`src/rtl/writeback_arbiter_if.sv`:
```
// rtl/writeback_arbiter_if.sv - unit result inputs, stall returns and ARF/scoreboard outputs of the writeback arbiter
interface writeback_arbiter_if #(
    parameter int DATA_WIDTH = 32,
    parameter int ADDR_WIDTH = 5
);
    logic                  am_wb_valid;
    logic [ADDR_WIDTH-1:0] am_wb_regdest;
    logic                  am_wb_writereg;
    logic [DATA_WIDTH-1:0] am_wb_data;
    logic                  mem_wb_valid;
    logic [ADDR_WIDTH-1:0] mem_wb_regdest;
    logic                  mem_wb_writereg;
    logic [DATA_WIDTH-1:0] mem_wb_data;
    logic                  mul_wb_valid;
    logic [ADDR_WIDTH-1:0] mul_wb_regdest;
    logic                  mul_wb_writereg;
    logic [DATA_WIDTH-1:0] mul_wb_data;
    logic                  wb_am_stall;
    logic                  wb_mem_stall;
    logic                  wb_mul_stall;
    logic [ADDR_WIDTH-1:0] wb_reg_writeaddr;
    logic [DATA_WIDTH-1:0] wb_reg_writedata;
    logic                  wb_reg_enablewrite;
    logic                  wb_sb_clear;
    logic [ADDR_WIDTH-1:0] wb_sb_clearaddr;
    logic [1:0]            wb_sb_clearunit;

    modport slave (
        input  am_wb_valid, am_wb_regdest, am_wb_writereg, am_wb_data,
        input  mem_wb_valid, mem_wb_regdest, mem_wb_writereg, mem_wb_data,
        input  mul_wb_valid, mul_wb_regdest, mul_wb_writereg, mul_wb_data,
        output wb_am_stall, wb_mem_stall, wb_mul_stall,
        output wb_reg_writeaddr, wb_reg_writedata, wb_reg_enablewrite,
        output wb_sb_clear, wb_sb_clearaddr, wb_sb_clearunit
    );

    modport master (
        output am_wb_valid, am_wb_regdest, am_wb_writereg, am_wb_data,
        output mem_wb_valid, mem_wb_regdest, mem_wb_writereg, mem_wb_data,
        output mul_wb_valid, mul_wb_regdest, mul_wb_writereg, mul_wb_data,
        input  wb_am_stall, wb_mem_stall, wb_mul_stall,
        input  wb_reg_writeaddr, wb_reg_writedata, wb_reg_enablewrite,
        input  wb_sb_clear, wb_sb_clearaddr, wb_sb_clearunit
    );
endinterface

```
`src/rtl/writeback_arbiter.sv`:
```
// rtl/writeback_arbiter.sv - one-entry buffer per functional unit, round-robin retirement to the ARF and scoreboard
module writeback_arbiter #(
    parameter int DATA_WIDTH = 32,
    parameter int ADDR_WIDTH = 5
) (
    input  logic                  clock,
    input  logic                  reset,
    writeback_arbiter_if.slave    wb
);
    localparam int NUNITS = 3;

    logic [NUNITS-1:0]     in_valid;
    logic [NUNITS-1:0]     in_wr;
    logic [ADDR_WIDTH-1:0] in_rd   [NUNITS];
    logic [DATA_WIDTH-1:0] in_data [NUNITS];

    logic [NUNITS-1:0]     occ_q;
    logic [NUNITS-1:0]     wr_q;
    logic [ADDR_WIDTH-1:0] rd_q   [NUNITS];
    logic [DATA_WIDTH-1:0] data_q [NUNITS];
    logic [1:0]            rr_q;

    logic [ADDR_WIDTH-1:0] writeaddr_q;
    logic [DATA_WIDTH-1:0] writedata_q;
    logic                  enablewrite_q;
    logic                  sb_clear_q;
    logic [ADDR_WIDTH-1:0] sb_clearaddr_q;
    logic [1:0]            sb_clearunit_q;

    logic [NUNITS-1:0]     grant;
    logic [1:0]            gnt_unit;
    logic                  found;
    logic [2:0]            sum;
    logic [1:0]            rr_d;

    assign in_valid   = {wb.mul_wb_valid, wb.mem_wb_valid, wb.am_wb_valid};
    assign in_wr      = {wb.mul_wb_writereg, wb.mem_wb_writereg, wb.am_wb_writereg};
    assign in_rd[0]   = wb.am_wb_regdest;
    assign in_rd[1]   = wb.mem_wb_regdest;
    assign in_rd[2]   = wb.mul_wb_regdest;
    assign in_data[0] = wb.am_wb_data;
    assign in_data[1] = wb.mem_wb_data;
    assign in_data[2] = wb.mul_wb_data;

    // Scan rr, rr+1, rr+2 (mod 3); the first occupied buffer wins.
    always_comb begin
        grant    = '0;
        gnt_unit = 2'b00;
        found    = 1'b0;
        sum      = 3'd0;
        for (int k = 0; k < NUNITS; k++) begin
            sum = {1'b0, rr_q} + 3'(k);
            if (sum >= 3'd3) sum = sum - 3'd3;
            if (!found && occ_q[sum[1:0]]) begin
                grant[sum[1:0]] = 1'b1;
                gnt_unit        = sum[1:0];
                found           = 1'b1;
            end
        end
    end

    assign rr_d = (gnt_unit == 2'd2) ? 2'd0 : gnt_unit + 2'd1;

    always_ff @(posedge clock or negedge reset) begin
        if (!reset) begin
            occ_q          <= '0;
            wr_q           <= '0;
            rr_q           <= 2'b00;
            writeaddr_q    <= '0;
            writedata_q    <= '0;
            enablewrite_q  <= 1'b0;
            sb_clear_q     <= 1'b0;
            sb_clearaddr_q <= '0;
            sb_clearunit_q <= 2'b00;
            for (int i = 0; i < NUNITS; i++) begin
                rd_q[i]   <= '0;
                data_q[i] <= '0;
            end
        end else begin
            if (found) begin
                writeaddr_q    <= rd_q[gnt_unit];
                writedata_q    <= data_q[gnt_unit];
                enablewrite_q  <= wr_q[gnt_unit] && (rd_q[gnt_unit] != '0);
                sb_clear_q     <= wr_q[gnt_unit];
                sb_clearaddr_q <= rd_q[gnt_unit];
                sb_clearunit_q <= gnt_unit;
                rr_q           <= rr_d;
            end else begin
                enablewrite_q  <= 1'b0;
                sb_clear_q     <= 1'b0;
            end
            // A granted buffer may reload in the same edge it drains, so a streaming unit never bubbles.
            for (int i = 0; i < NUNITS; i++) begin
                if (in_valid[i] && (!occ_q[i] || grant[i])) begin
                    occ_q[i]  <= 1'b1;
                    wr_q[i]   <= in_wr[i];
                    rd_q[i]   <= in_rd[i];
                    data_q[i] <= in_data[i];
                end else if (grant[i]) begin
                    occ_q[i]  <= 1'b0;
                end
            end
        end
    end

    assign wb.wb_am_stall        = occ_q[0] && !grant[0];
    assign wb.wb_mem_stall       = occ_q[1] && !grant[1];
    assign wb.wb_mul_stall       = occ_q[2] && !grant[2];
    assign wb.wb_reg_writeaddr   = writeaddr_q;
    assign wb.wb_reg_writedata   = writedata_q;
    assign wb.wb_reg_enablewrite = enablewrite_q;
    assign wb.wb_sb_clear        = sb_clear_q;
    assign wb.wb_sb_clearaddr    = sb_clearaddr_q;
    assign wb.wb_sb_clearunit    = sb_clearunit_q;
endmodule

```
`src/flat_wrapper.sv`:
```
// flat-port wrapper written by rule: the top's interface ports become plain ports
module writeback_arbiter_flat 
#(
    parameter int DATA_WIDTH = 32,
    parameter int ADDR_WIDTH = 5
)
  (clock, reset, wb_am_wb_valid, wb_am_wb_regdest, wb_am_wb_writereg, wb_am_wb_data, wb_mem_wb_valid, wb_mem_wb_regdest, wb_mem_wb_writereg, wb_mem_wb_data, wb_mul_wb_valid, wb_mul_wb_regdest, wb_mul_wb_writereg, wb_mul_wb_data, wb_wb_am_stall, wb_wb_mem_stall, wb_wb_mul_stall, wb_wb_reg_writeaddr, wb_wb_reg_writedata, wb_wb_reg_enablewrite, wb_wb_sb_clear, wb_wb_sb_clearaddr, wb_wb_sb_clearunit);
  writeback_arbiter_if #(.DATA_WIDTH(DATA_WIDTH), .ADDR_WIDTH(ADDR_WIDTH)) wb_i ();
  input  logic clock;
  input  logic reset;
  input wire logic [$bits(wb_i.am_wb_valid)-1:0] wb_am_wb_valid;
  input wire logic [$bits(wb_i.am_wb_regdest)-1:0] wb_am_wb_regdest;
  input wire logic [$bits(wb_i.am_wb_writereg)-1:0] wb_am_wb_writereg;
  input wire logic [$bits(wb_i.am_wb_data)-1:0] wb_am_wb_data;
  input wire logic [$bits(wb_i.mem_wb_valid)-1:0] wb_mem_wb_valid;
  input wire logic [$bits(wb_i.mem_wb_regdest)-1:0] wb_mem_wb_regdest;
  input wire logic [$bits(wb_i.mem_wb_writereg)-1:0] wb_mem_wb_writereg;
  input wire logic [$bits(wb_i.mem_wb_data)-1:0] wb_mem_wb_data;
  input wire logic [$bits(wb_i.mul_wb_valid)-1:0] wb_mul_wb_valid;
  input wire logic [$bits(wb_i.mul_wb_regdest)-1:0] wb_mul_wb_regdest;
  input wire logic [$bits(wb_i.mul_wb_writereg)-1:0] wb_mul_wb_writereg;
  input wire logic [$bits(wb_i.mul_wb_data)-1:0] wb_mul_wb_data;
  output wire logic [$bits(wb_i.wb_am_stall)-1:0] wb_wb_am_stall;
  output wire logic [$bits(wb_i.wb_mem_stall)-1:0] wb_wb_mem_stall;
  output wire logic [$bits(wb_i.wb_mul_stall)-1:0] wb_wb_mul_stall;
  output wire logic [$bits(wb_i.wb_reg_writeaddr)-1:0] wb_wb_reg_writeaddr;
  output wire logic [$bits(wb_i.wb_reg_writedata)-1:0] wb_wb_reg_writedata;
  output wire logic [$bits(wb_i.wb_reg_enablewrite)-1:0] wb_wb_reg_enablewrite;
  output wire logic [$bits(wb_i.wb_sb_clear)-1:0] wb_wb_sb_clear;
  output wire logic [$bits(wb_i.wb_sb_clearaddr)-1:0] wb_wb_sb_clearaddr;
  output wire logic [$bits(wb_i.wb_sb_clearunit)-1:0] wb_wb_sb_clearunit;
  assign wb_i.am_wb_valid = wb_am_wb_valid;
  assign wb_i.am_wb_regdest = wb_am_wb_regdest;
  assign wb_i.am_wb_writereg = wb_am_wb_writereg;
  assign wb_i.am_wb_data = wb_am_wb_data;
  assign wb_i.mem_wb_valid = wb_mem_wb_valid;
  assign wb_i.mem_wb_regdest = wb_mem_wb_regdest;
  assign wb_i.mem_wb_writereg = wb_mem_wb_writereg;
  assign wb_i.mem_wb_data = wb_mem_wb_data;
  assign wb_i.mul_wb_valid = wb_mul_wb_valid;
  assign wb_i.mul_wb_regdest = wb_mul_wb_regdest;
  assign wb_i.mul_wb_writereg = wb_mul_wb_writereg;
  assign wb_i.mul_wb_data = wb_mul_wb_data;
  assign wb_wb_am_stall = wb_i.wb_am_stall;
  assign wb_wb_mem_stall = wb_i.wb_mem_stall;
  assign wb_wb_mul_stall = wb_i.wb_mul_stall;
  assign wb_wb_reg_writeaddr = wb_i.wb_reg_writeaddr;
  assign wb_wb_reg_writedata = wb_i.wb_reg_writedata;
  assign wb_wb_reg_enablewrite = wb_i.wb_reg_enablewrite;
  assign wb_wb_sb_clear = wb_i.wb_sb_clear;
  assign wb_wb_sb_clearaddr = wb_i.wb_sb_clearaddr;
  assign wb_wb_sb_clearunit = wb_i.wb_sb_clearunit;
  writeback_arbiter #(.DATA_WIDTH(DATA_WIDTH), .ADDR_WIDTH(ADDR_WIDTH)) u_core (.clock(clock), .reset(reset), .wb(wb_i));
endmodule
```
`config.mk`:
```
export PLATFORM = sky130hd
export DESIGN_NAME = writeback_arbiter_flat
export DESIGN_NICKNAME = d
export VERILOG_FILES = /design/src/rtl/writeback_arbiter_if.sv /design/src/rtl/writeback_arbiter.sv /design/src/flat_wrapper.sv
export SDC_FILE = /design/constraint.sdc
export NUM_CORES = 1
export LEC_CHECK = 0
export BUFFER_PORTS_ARGS = -buffer_cell sky130_fd_sc_hd__buf_2
export CAP_MARGIN = 20
export CORE_UTILIZATION = 45
export DETAILED_ROUTE_END_ITERATION = 8
export PLACE_DENSITY = 0.69
export SYNTH_ARGS = -nofsm -noshare
export SYNTH_HDL_FRONTEND = slang
export SYNTH_SLANG_ARGS = --single-unit
```
`constraint.sdc`:
```
create_clock -name clock -period 3.44 [get_ports clock]
set_input_delay 0.516 -clock clock [delete_from_list [all_inputs] [get_ports clock]]
set_output_delay 0.516 -clock clock [all_outputs]
set_load 0.01 [all_outputs]
```
# Word level (Yosys, flattened, before mapping)
# Cells that the tools add are included.
dict set report op_classes {
  add_sub_neg 6
  n_mux 41
  order_cmp 11
  bitwise_logic 3
  eq_ne 1
  reduce_logical 27
}
# operator n
set ops {}
lappend ops {{$bmux 32 s2} 1}
lappend ops {{$mux 32} 2}
lappend ops {{$mux 1} 18}
lappend ops {{$mux 2} 7}
lappend ops {{$logic_and 1x1->1} 12}
lappend ops {{$lt 2x3->1 const B} 4}
lappend ops {{$bmux 5 s2} 1}
lappend ops {{$mux 5} 2}
lappend ops {{$mux 3} 3}
lappend ops {{$bmux 1 s2} 4}
lappend ops {{$logic_not 1->1} 8}
lappend ops {{$demux 1 s2} 3}
lappend ops {{$ge 2x1->1 const B} 3}
lappend ops {{$ge 3x2->1 const B} 2}
lappend ops {{$or 3x3->3} 2}
lappend ops {{$reduce_bool 2->1} 3}
lappend ops {{$sub 2x2->2 const B} 3}
lappend ops {{$reduce_bool 5->1} 1}
lappend ops {{$add 2x1->3 const B} 1}
lappend ops {{$add 2x2->3 const B} 1}
lappend ops {{$ge 3x3->1 const B} 1}
lappend ops {{$logic_or 1x1->1} 3}
lappend ops {{$not 2->3} 1}
lappend ops {{$add 2x1->2 const B} 1}
lappend ops {{other kinds (2)} 2}
dict set report totals {
  wordCells 107
  reg_bits 160
  in_bits 119
  output_inout_bits 49
}

# Longest topological paths before layout
# Gate-level depths: netlist of run 1.
dict set report depth {
  ltp_word 18
  ltp_mapped 12
  ltp_nobuf 9
}

# Worst setup path before layout of run 1
# Ideal clock, no wire load.
dict set report synth_timing {
  path_type {reg-to-reg}
  start {register u_core.rr_q[1]}
  end {register u_core.writeaddr_q[4], in the netlist u_core.wb.wb_reg_writeaddr[4]}
  period_less_slack_ps 2674
  stages_incl_launch_ff 12
  setup_time_ps 131
  required_ps 3309
  slack_ps 766
  path_buffers 2
  arrival_ps 2543
  path_cell_list {dfrtp_1 -> inv_1 -> ha_1 -> buf_6 -> mux2i_4 -> o21ai_4 -> or4_4 -> nand2_8 -> buf_12 -> mux2_1 -> a221oi_1 -> a21oi_1}
}
dict set report synth_between {
  elab_chain_cells 15
  elab_cells_between_ends 31
  cone_classes {add/sub (5); order compare (3); mux (18); bitwise (1); reduce/logical (4)}
}
# item line_no
set synth_lines {}
lappend synth_lines {{start, declared} writeback_arbiter.sv:21} ;# logic [1:0] rr_q;
lappend synth_lines {{start signal, assigned} writeback_arbiter.sv:87} ;# rr_q <= rr_d;
lappend synth_lines {{parallel branches: the longest is 15 deep, another holds $add 2x1->3} --}
lappend synth_lines {{end signal, assigned} writeback_arbiter.sv:81} ;# writeaddr_q <= rd_q[gnt_unit];
lappend synth_lines {{end, declared} writeback_arbiter.sv:23} ;# logic [ADDR_WIDTH-1:0] writeaddr_q;
# Several ways; the timed one is not identified. The select of a mux whose other input is x is not followed.
# A chain may end at the register's enable or synchronous reset.

# Worst setup path after layout of run 1
dict set report layout_timing {
  start {register u_core.rr_q[0]}
  end {output wb_wb_am_stall}
}
dict set report layout_between {
  elab_chain_cells 13
  elab_cells_between_ends 45
  cone_classes {add/sub (5); order compare (9); mux (20); bitwise (2); reduce/logical (9)}
}
# item line_no
set layout_lines {}
lappend layout_lines {{$add 2x1->3 (tied with other cells)} writeback_arbiter.sv:52} ;# sum = {1'b0, rr_q} + 3'(k);
lappend layout_lines {{$ge 3x2->1 (tied with other cells)} writeback_arbiter.sv:53} ;# if (sum >= 3'd3) sum = sum - 3'd3;
lappend layout_lines {{$mux 2 (tied with other cells)} writeback_arbiter.sv:53}
lappend layout_lines {{$lt 2x3->1 (not written as such) (tied with other cells)} writeback_arbiter.sv:55} ;# grant[sum[1:0]] = 1'b1;
lappend layout_lines {{$logic_and 1x1->1 (not written as such) (tied with other cells)} writeback_arbiter.sv:55}
lappend layout_lines {{$mux 1 (not written as such) (tied with other cells)} writeback_arbiter.sv:55}
lappend layout_lines {{$demux 1 s2 (tied with other cells)} --}
lappend layout_lines {{$or 3x3->3 (no line) / $mux 1 (equally long branches)} --}
lappend layout_lines {{$mux 3 / $logic_not 1->1 (equally long branches)} writeback_arbiter.sv:54} ;# if (!found && occ_q[sum[1:0]]) begin
lappend layout_lines {{$or 3x3->3 (no line) / $logic_and 1x1->1 (equally long branches)} --}
lappend layout_lines {{$mux 3 (*)} writeback_arbiter.sv:54}
lappend layout_lines {{$logic_not 1->1 (*)} writeback_arbiter.sv:106} ;# assign wb.wb_am_stall = occ_q[0] && !grant[0];
lappend layout_lines {{$logic_and 1x1->1 (*)} writeback_arbiter.sv:106}
lappend layout_lines {{end, declared} flat_wrapper.sv:23} ;# output wire logic [$bits(wb_i.wb_am_stall)-1:0] wb_wb_am_stall;
# Every way passes the cells marked *; elsewhere a longest branch is shown, timed or not. The select of a mux whose other input is x is not followed.

==> flow_summary.json, run 1 <==
{
  "status": "finished clean",
  "p_per_area_nw_per_um2": 1230,
  "drc": 0,
  "ys_seq_elements": 160,
  "synthArstFlopShare": 1.00,
  "dp_hpwl_um": 11100,
  "syn_area_sq_um": 7170,
  "synth_seq_area_share": 0.558,
  "antenna_left": 0,
  "die_x_um": 128,
  "antenna_found_initial": 2,
  "ir_worst_vdd_mv": 0.547,
  "die_h_um": 128,
  "n_fill_cell": 1279,
  "rows": 45,
  "initial_core_util": 0.467,
  "maxCapViolations": 0,
  "yosysTopAreaCell": "dfrtp_1",
  "syn_to_final_growth_pct": 22.3,
  "hold_path.class": "in -> async",
  "slew_violations": 0,
  "synthesis.nets": 665,
  "slew-limit-headroom": 0.635,
  "cts_made_buffers": 17,
  "timing.setup.tns_ps": 0,
  "grt_overflow": 0,
  "ys_top_cells_by_count": "160 x dfrtp_1, 95 x mux2_2, 38 x nor2_1",
  "ys.flop_type": "dfrtp_1",
  "clock.fmax_ghz": 0.323,
  "worstMarginPinSlew_ps": 547,
  "finalCritPeriodShare": 0.901,
  "finalHoldViolCount": 0,
  "yosysTopAreaCellShare": 0.558,
  "stdcell_count": 926,
  "core_region_area_sq_um": 15400,
  "p_leak_nw": 4.27,
  "cts.path.max_buffers": 2,
  "cts_max_level": 4,
  "drive_above_1_share": 0.444,
  "fin_hold_ws_ps": 4.79,
  "finalClockSkew_ps": 8.65,
  "nets": 824,
  "rsz0062_at_grt": "false",
  "ctsRootBufferMaster": "clkbuf_16",
  "drt_iter0_drc": 198,
  "vias_per_cell": 5.29,
  "post-place-cells": 892,
  "grt.total_usage": 0.211,
  "regArea_sq_um": 4000,
  "cp.required_ps": 2920,
  "total_power_mw": 10.8,
  "clk_pin_slew_worst_paths_ps": 60,
  "critPathKind": "reg -> out",
  "insertion_delay_ps": 430,
  "end_kind": "output pin",
  "dieArea_sq_um": 16400,
  "hold_buffers": 0,
  "ys_types": 45,
  "syn_inst": 542,
  "dr_total_vias": 4900,
  "syn_avg_cell_area_sq_um": 13.2,
  "wl_per_cell_um": 17.4,
  "multi_input_area_sq_um": 2880,
  "synth_edf_count": 0,
  "synth.most_common_cell": "dfrtp_1",
  "crit_fanout": 9,
  "ys_warn_count": 0,
  "cts.sinks": 160,
  "port-buffer-count": 167,
  "grt_pass1_vias": 5223,
  "drt_first_pass_iters": 4,
  "min_period_ps": 3100,
  "cts_resized": 0,
  "grt_max_degree": 114,
  "synth_area_leaders": "dfrtp_1 56%, mux2_2 15%, mux2i_1 5.2%",
  "cts_setup_buffers": 0,
  "grt_first_pass_wirelength_um": 26200,
  "cts_tree": "built",
  "arrival_ps": 2580,
  "finalSetupViolations": 0,
  "gp_congestion": 0.867,
  "cp-start-kind": "flip-flop",
  "pin_count": 168,
  "wl_um": 16100
}
## flip-flops by register name (all words and copies together) (netlist names)
signal and flops:
u_core.occ_q 3, u_core.rr_q 2, u_core.wr_q 3, u_core.wb.wb_reg_writedata 32
u_core.wb.wb_reg_enablewrite 1, u_core.wb.wb_sb_clearunit 2, u_core.wb.wb_reg_writeaddr 5, u_core.rd_q 15
u_core.wb.wb_sb_clear 1, u_core.data_q 96
## cell families after synthesis
logic type,count (synthesis),synth area share
DFF,160,0.558
muxes,157,0.242
AOI/OAI and AO/OA,98,0.102
and+or+nand+nor,71,0.0474
buffers and inverters,52,0.0427
adders and majority gates,4,0.00698
## stage by stage
stage / area (sq um) / setup WS, ps / utilization
floorplan: 7170 / 766 / -
global placement: 8150 / 535 / 0.530
detailed placement: 8150 / 394 / 0.530
CTS: 8750 / 357 / 0.569
global route: 8770 / 164 / 0.571
finish: 8780 / 342 / 0.571
## layout by cell type, fill, tap and decap left out, types with 2 or more instances in the layout
| master | netlist | layout |
|---|---|---|
| a211oi_1 | 34 | 34 |
| a21o_1 | 36 | 35 |
| a21oi_1 | 9 | 9 |
| buf_12 | 4 | 2 |
| buf_2 | 16 | 166 |
| buf_4 | 5 | 10 |
| bufinv_16 | 0 | 3 |
| clkbuf_1 | 14 | 5 |
| clkbuf_16 | 0 | 17 |
| clkbuf_8 | 0 | 2 |
| clkinvlp_4 | 0 | 4 |
| dfrtp_1 | 160 | 160 |
| ha_1 | 4 | 4 |
| inv_1 | 12 | 12 |
| mux2_1 | 22 | 22 |
| mux2_2 | 95 | 95 |
| mux2i_1 | 37 | 37 |
| nand2_1 | 15 | 13 |
| nand2_2 | 0 | 2 |
| nand2b_1 | 3 | 3 |
| nor2_1 | 38 | 38 |
| nor2b_1 | 2 | 2 |
| nor4_1 | 2 | 2 |
| o21ai_0 | 3 | 3 |
| o21ai_1 | 3 | 3 |
| o22ai_1 | 2 | 2 |
## critical path: stages (launching register included)
cell	delay (ps)
dfrtp_1	380
inv_1	90
ha_1	430
inv_1	200
a21oi_1	60
a21oi_1	270
a22oi_1	130
o211ai_1	350
inv_1	100
buf_2	150
## final timing paths
check / from / endpoint / slack (ps) / depth (start not counted)
min: reset / u_core.data_q[3]$_DFFE_PN0P_ / 5 / 1
max in group asynchronous: reset / u_core.data_q[20]$_DFFE_PN0P_ / 2750 / 2
min in group clock: wb_mem_wb_data[19] / u_core.data_q[51]$_DFFE_PN0P_ / 310 / 2
max: u_core.rr_q[0]$_DFFE_PN0P_ / wb_wb_am_stall / 340 / 9
min reg2reg: u_core.wb.wb_reg_writedata[30]$_DFFE_PN0P_ / u_core.wb.wb_reg_writedata[30]$_DFFE_PN0P_ / 470 / 1
max reg2reg: u_core.rr_q[1]$_DFFE_PN0P_ / u_core.wb.wb_reg_enablewrite$_DFF_PN0_ / 380 / 9
## power breakdown
part	internal, mW	switching, mW	leakage [nW]
clock	1.18	0.735	0.277
sequential	2.94	0.566	1.87
combinational	2.70	2.67	2.12
total	6.83	3.97	4.27
## layout make-up
cell class	instances	area share
tap	211	0.0301
sequential	160	0.456
clock buffer	24	0.0537
inverter	12	0.00513
clock inverter	8	0.0147
timing repair buffer	180	0.112
antenna	1	0.000285
multi-input combinational	330	0.328
## layer usage
metal  vias to the layer above  part of all wire  GRT usage
li1                       2250                 -          -
met1                      2458              0.44      0.267
met4                         2             0.018     0.0907
met2                       161              0.48      0.337
met5                         -           0.00068          0
met3                        29             0.063     0.0597
Note: power is estimated with default switching activity, not from simulation.
==> run 2: changes to the inputs <==
==> constraint.sdc (replaced) <==
create_clock -name clock -period 3.9 [get_ports clock]
set_input_delay 0.585 -clock clock [delete_from_list [all_inputs] [get_ports clock]]
set_output_delay 0.585 -clock clock [all_outputs]
set_load 0.01 [all_outputs]
==> flow_summary.json, run 2 (synthesis results as in run 1) <==
{
  "cp.required_ps": 4190,
  "finalClockSkew_ps": 11.0,
  "hold_buffers": 0,
  "drt_first_pass_iters": 5,
  "wl_per_cell_um": 17.9,
  "dp_hpwl_um": 11100,
  "end_kind": "flip-flop",
  "p_per_area_nw_per_um2": 1100,
  "worstMarginPinSlew_ps": 803,
  "critPathKind": "reg -> reg",
  "drive_above_1_share": 0.448,
  "final_cell_mix": "166 x buf_2, 160 x dfrtp_1, 95 x mux2_2",
  "slew_violations": 0,
  "antenna_found_initial": 0,
  "cts_setup_buffers": 0,
  "wl_um": 16500,
  "regMostFlops": "u_core.data_q",
  "vias_per_cell": 5.32,
  "finalHoldViolCount": 0,
  "finalSetupViolations": 0,
  "antenna_left": 0,
  "drc": 0,
  "timing.setup.tns_ps": 0,
  "max_stage_delay_ps": 590,
  "stdcell_count": 921,
  "largest_reg_flops": 96,
  "arrival_ps": 3450,
  "n_fill_cell": 1281,
  "final_common_cell": "buf_2",
  "clock.fmax_ghz": 0.317,
  "p_leak_nw": 4.28,
  "fin_hold_ws_ps": 185,
  "post-place-cells": 890,
  "gp_congestion": 0.844,
  "die_x_um": 128,
  "pin_count": 168,
  "reg2regPathDepth": 9,
  "rsz0062_at_grt": "false",
  "slew-limit-headroom": 0.465,
  "cp-start-kind": "flip-flop",
  "rows": 45,
  "drt_iter0_drc": 240,
  "status": "finished clean",
  "crit_fanout": 42,
  "ctsRootBufferMaster": "clkbuf_16",
  "dr_total_vias": 4897,
  "r2r_end": "u_core.wb.wb_reg_enablewrite$_DFF_PN0_",
  "path_buf_inv": 1,
  "maxCapViolations": 0,
  "r2r_start": "u_core.rr_q[1]$_DFFE_PN0P_",
  "cts_resized": 0,
  "grt_max_degree": 82,
  "cts.path.max_buffers": 2,
  "core_region_area_sq_um": 15400,
  "grt_pass1_vias": 5066,
  "insertion_delay_ps": 420,
  "port-buffer-count": 167,
  "initial_core_util": 0.467,
  "critical_path_cell_count": 9,
  "diodes": 0,
  "design_area_sq_um": 8800,
  "place_area_sq_um": 8130,
  "dieArea_sq_um": 16400,
  "grt_overflow": 0,
  "cts_made_buffers": 17,
  "die_h_um": 128,
  "crit_slowest_cell": "or4_4",
  "nets": 821,
  "worstPathCellList": "inv_1 > ha_1 > mux2i_4 > o21ai_4 > or4_4 > nand2_8 > mux2_1 > mux2i_1 > a41oi_2",
  "cts_tree": "built",
  "finalCritPeriodShare": 0.810,
  "grt.total_usage": 0.211,
  "hold_path.class": "in -> async",
  "cts_max_level": 4,
  "syn_to_final_growth_pct": 22.7,
  "ir_worst_vdd_mv": 0.584,
  "grt_first_pass_wirelength_um": 26300,
  "cp_top_family": "simple AND/OR/NAND/NOR gates",
  "min_period_ps": 3160,
  "cts.sinks": 160,
  "clk_pin_slew_worst_paths_ps": 70,
  "r2r_setup_slack_ps": 740
}
## run 2: routing by layer
layer | share of wire | track usage | up-vias
li1 | - | - | 2245
met1 | 0.43 | 0.269 | 2462
met5 | 0 | 0 | -
met2 | 0.49 | 0.340 | 174
met4 | 0.011 | 0.0678 | 0
met3 | 0.070 | 0.0689 | 16
## run 2: layout make-up
type                       instances  area, sq um  area share
clock buffer                      18          439      0.0499
tap                              211          264      0.0300
clock inverter                    13          234      0.0266
timing repair buffer             177          942       0.107
sequential                       160         4000       0.455
inverter                          12         45.0     0.00512
multi-input combinational        330         2880       0.327
## run 2: power by group
part | switching (mW) | internal, mW | leakage (nW) | total (mW)
clock network | 0.679 | 1.22 | 0.319 | 1.90
registers | 0.509 | 2.59 | 1.87 | 3.10
logic | 2.35 | 2.35 | 2.09 | 4.70
total | 3.53 | 6.16 | 4.28 | 9.69
## run 2: through the flow
step,util,power [mW],worst slack [ps]
after floorplan,-,6.84,1230
after global placement,0.529,7.62,831
after detailed placement,0.529,7.83,739
after CTS,0.573,9.77,745
after global routing,0.573,10.3,546
final,0.573,9.69,741
## run 2: worst max path at each step
stage | startpoint | endpoint | slack, ps
detailed placement | u_core.rr_q[1]$_DFFE_PN0P_ | u_core.wb.wb_reg_enablewrite$_DFF_PN0_ | 740
CTS | u_core.rr_q[1]$_DFFE_PN0P_ | u_core.wb.wb_reg_enablewrite$_DFF_PN0_ | 750
global placement | u_core.rr_q[1]$_DFFE_PN0P_ | u_core.wb.wb_reg_enablewrite$_DFF_PN0_ | 830
floorplan | u_core.rr_q[1]$_DFFE_PN0P_ | u_core.wb.wb_reg_writeaddr[4]$_DFFE_PN0P_ | 1230
finish | u_core.rr_q[1]$_DFFE_PN0P_ | u_core.wb.wb_reg_enablewrite$_DFF_PN0_ | 740
global route | u_core.rr_q[1]$_DFFE_PN0P_ | u_core.wb.wb_reg_enablewrite$_DFF_PN0_ | 550
## run 2: worst register-to-register path, stage by stage, from the launching register on
cell	delay, ps
dfrtp_1	410
inv_1	100
ha_1	340
mux2i_4	360
o21ai_4	120
or4_4	590
nand2_8	380
mux2_1	370
mux2i_1	210
a41oi_2	140
==> run 3: changes to the inputs <==
--- a/config.mk
+++ b/config.mk
@@ -9,7 +9,7 @@
 export CAP_MARGIN = 20
 export CORE_UTILIZATION = 45
 export DETAILED_ROUTE_END_ITERATION = 8
-export PLACE_DENSITY = 0.69
+export PLACE_DENSITY = 0.71
 export SYNTH_ARGS = -nofsm -noshare
 export SYNTH_HDL_FRONTEND = slang
 export SYNTH_SLANG_ARGS = --single-unit
==> constraint.sdc (replaced) <==
create_clock -name clock -period 2.7 [get_ports clock]
set_input_delay 0.405 -clock clock [delete_from_list [all_inputs] [get_ports clock]]
set_output_delay 0.405 -clock clock [all_outputs]
set_load 0.01 [all_outputs]
==> flow_summary.json, run 3 (synthesis results as in run 1) <==
{
  "critPathKind": "reg -> out",
  "drt_first_pass_iters": 5,
  "grt_overflow": 0,
  "worstMarginPinSlew_ps": 726,
  "grt_max_degree": 77,
  "gp_congestion": 0.822,
  "regArea_sq_um": 4010,
  "use_met3": 0.0743,
  "port-buffer-count": 167,
  "cts.sinks": 160,
  "finalClockSkew_ps": 19.1,
  "finalCritPeriodShare": 1.03,
  "vias_per_cell": 5.30,
  "cts.path.max_buffers": 2,
  "die_x_um": 128,
  "slew-limit-headroom": 0.516,
  "p_leak_nw": 4.47,
  "cts_made_buffers": 17,
  "cp.required_ps": 2300,
  "use_met1": 0.264,
  "arrival_ps": 2360,
  "hold_buffers": 0,
  "grt.total_usage": 0.213,
  "cts_tree": "built",
  "dr_total_vias": 5098,
  "n_fill_cell": 1232,
  "drc": 0,
  "slew_violations": 0,
  "top_usage_layer": "met2",
  "hold_path.class": "in -> async",
  "met2_usage": 0.346,
  "drive_above_1_share": 0.500,
  "multi_input_area_sq_um": 3000,
  "regMostFlops": "u_core.data_q",
  "clock.fmax_ghz": 0.361,
  "dp_hpwl_um": 11600,
  "fin_ws_ps": -69.2,
  "end_kind": "output pin",
  "rsz0062_at_grt": "true",
  "cts_max_level": 4,
  "final_cell_mix": "165 x buf_2, 158 x dfrtp_1, 95 x mux2_2",
  "min_period_ps": 2770,
  "core_region_area_sq_um": 15400,
  "ctsRootBufferMaster": "clkbuf_16",
  "place_area_sq_um": 8360,
  "syn_to_final_growth_pct": 28.4,
  "initial_core_util": 0.467,
  "finalSetupViolations": 1,
  "antenna_found_initial": 3,
  "ir_worst_vdd_mv": 0.770,
  "cp-start-kind": "flip-flop",
  "wl_um": 17100,
  "fin_util": 0.599,
  "final_common_cell": "buf_2",
  "pin_count": 168,
  "drt_iter0_drc": 218,
  "insertion_delay_ps": 430,
  "violations": "negative setup slack",
  "status": "finished with violations",
  "rows": 45,
  "design_area_sq_um": 9210,
  "total_power_mw": 14.8,
  "finalHoldViolCount": 0,
  "grt_first_pass_wirelength_um": 26500,
  "maxCapViolations": 0,
  "die_h_um": 128,
  "dp_slack_ps": 54.0,
  "largest_reg_flops": 96,
  "wl_per_cell_um": 17.8,
  "nets": 860,
  "dieArea_sq_um": 16400,
  "grt_pass1_vias": 5315,
  "clk_pin_slew_worst_paths_ps": 60,
  "crit_fanout": 6,
  "antenna_left": 0,
  "p_per_area_nw_per_um2": 1610
}
==> run 3: cell count changes in the layout (fill, tap and decap cells not counted), moves of 5 or more <==
cell,change
inv_1,-5
clkinv_2,+5
buf_12,+9
buf_4,+26
bufinv_16,-5
==> run 3: per-layer routing <==
layer  up-vias  part of all wire
li1       2330                 -
met1      2556              0.42
met2       190              0.49
met3        20             0.084
met4         2             0.013
met5         -           0.00059
==> run 3: repair_timing <==
item                                    in CTS  in global routing
gates resized for setup                     12                 20
endpoints found under the setup margin       3                 65
gates cloned                                 0                  1
pin swaps                                    2                 11
setup buffers                               13                 10
==> run 3: worst paths after layout <==
kind | depth (start not counted) | slack [ps] | from | endpoint
worst max-delay path | 10 | -70 | u_core.rr_q[1]$_DFFE_PN0P_ | wb_wb_mem_stall
worst min-delay path | 1 | 10 | reset | u_core.wb.wb_reg_writedata[0]$_DFFE_PN0P_
worst max register to register | 12 | 50 | u_core.rr_q[1]$_DFFE_PN0P_ | u_core.data_q[16]$_DFFE_PN0P_
worst min register to register | 1 | 470 | u_core.wb.wb_reg_writedata[1]$_DFFE_PN0P_ | u_core.wb.wb_reg_writedata[1]$_DFFE_PN0P_
max in group asynchronous | 2 | 1970 | reset | u_core.data_q[59]$_DFFE_PN0P_
min in group clock | 2 | 200 | wb_am_wb_valid | u_core.occ_q[0]$_DFFE_PN0P_
==> run 3: cell type report <==
type,instances,share of cell area
repair buffers,215,0.147
clock buffers,19,0.0481
flip-flops and latches,160,0.435
well taps,211,0.0287
multi-input cells,331,0.326
clock inverters,11,0.00991
diodes,2,0.000543
inverters,12,0.00516
==> run 3: per-stage QoR <==
step | hold WS (ps) | cells | TNS, ps
finish | 13.8 | 961 | -69.2
detailed placement | 460 | 905 | 0
global route | 62.4 | 959 | -761
global placement | 459 | 905 | 0
floorplan | 109 | 542 | 0
CTS | 37.8 | 948 | 0
==> run 3: power breakdown <==
group	leakage, nW	switching (mW)	internal (mW)	total (mW)
combinational	2.34	3.81	4.29	8.10
clock	0.260	0.926	1.27	2.20
sequential	1.87	0.746	3.75	4.49
total	4.47	5.48	9.31	14.8
==> run 3: critical path: stages, from the launching register on <==
cell and delay (ps):
dfrtp_2 410, inv_2 70, ha_4 170, buf_6 130
mux2i_4 180, o21ai_4 240, nor4_4 80, o31ai_1 280
nand2_1 150, inv_2 110, buf_6 100
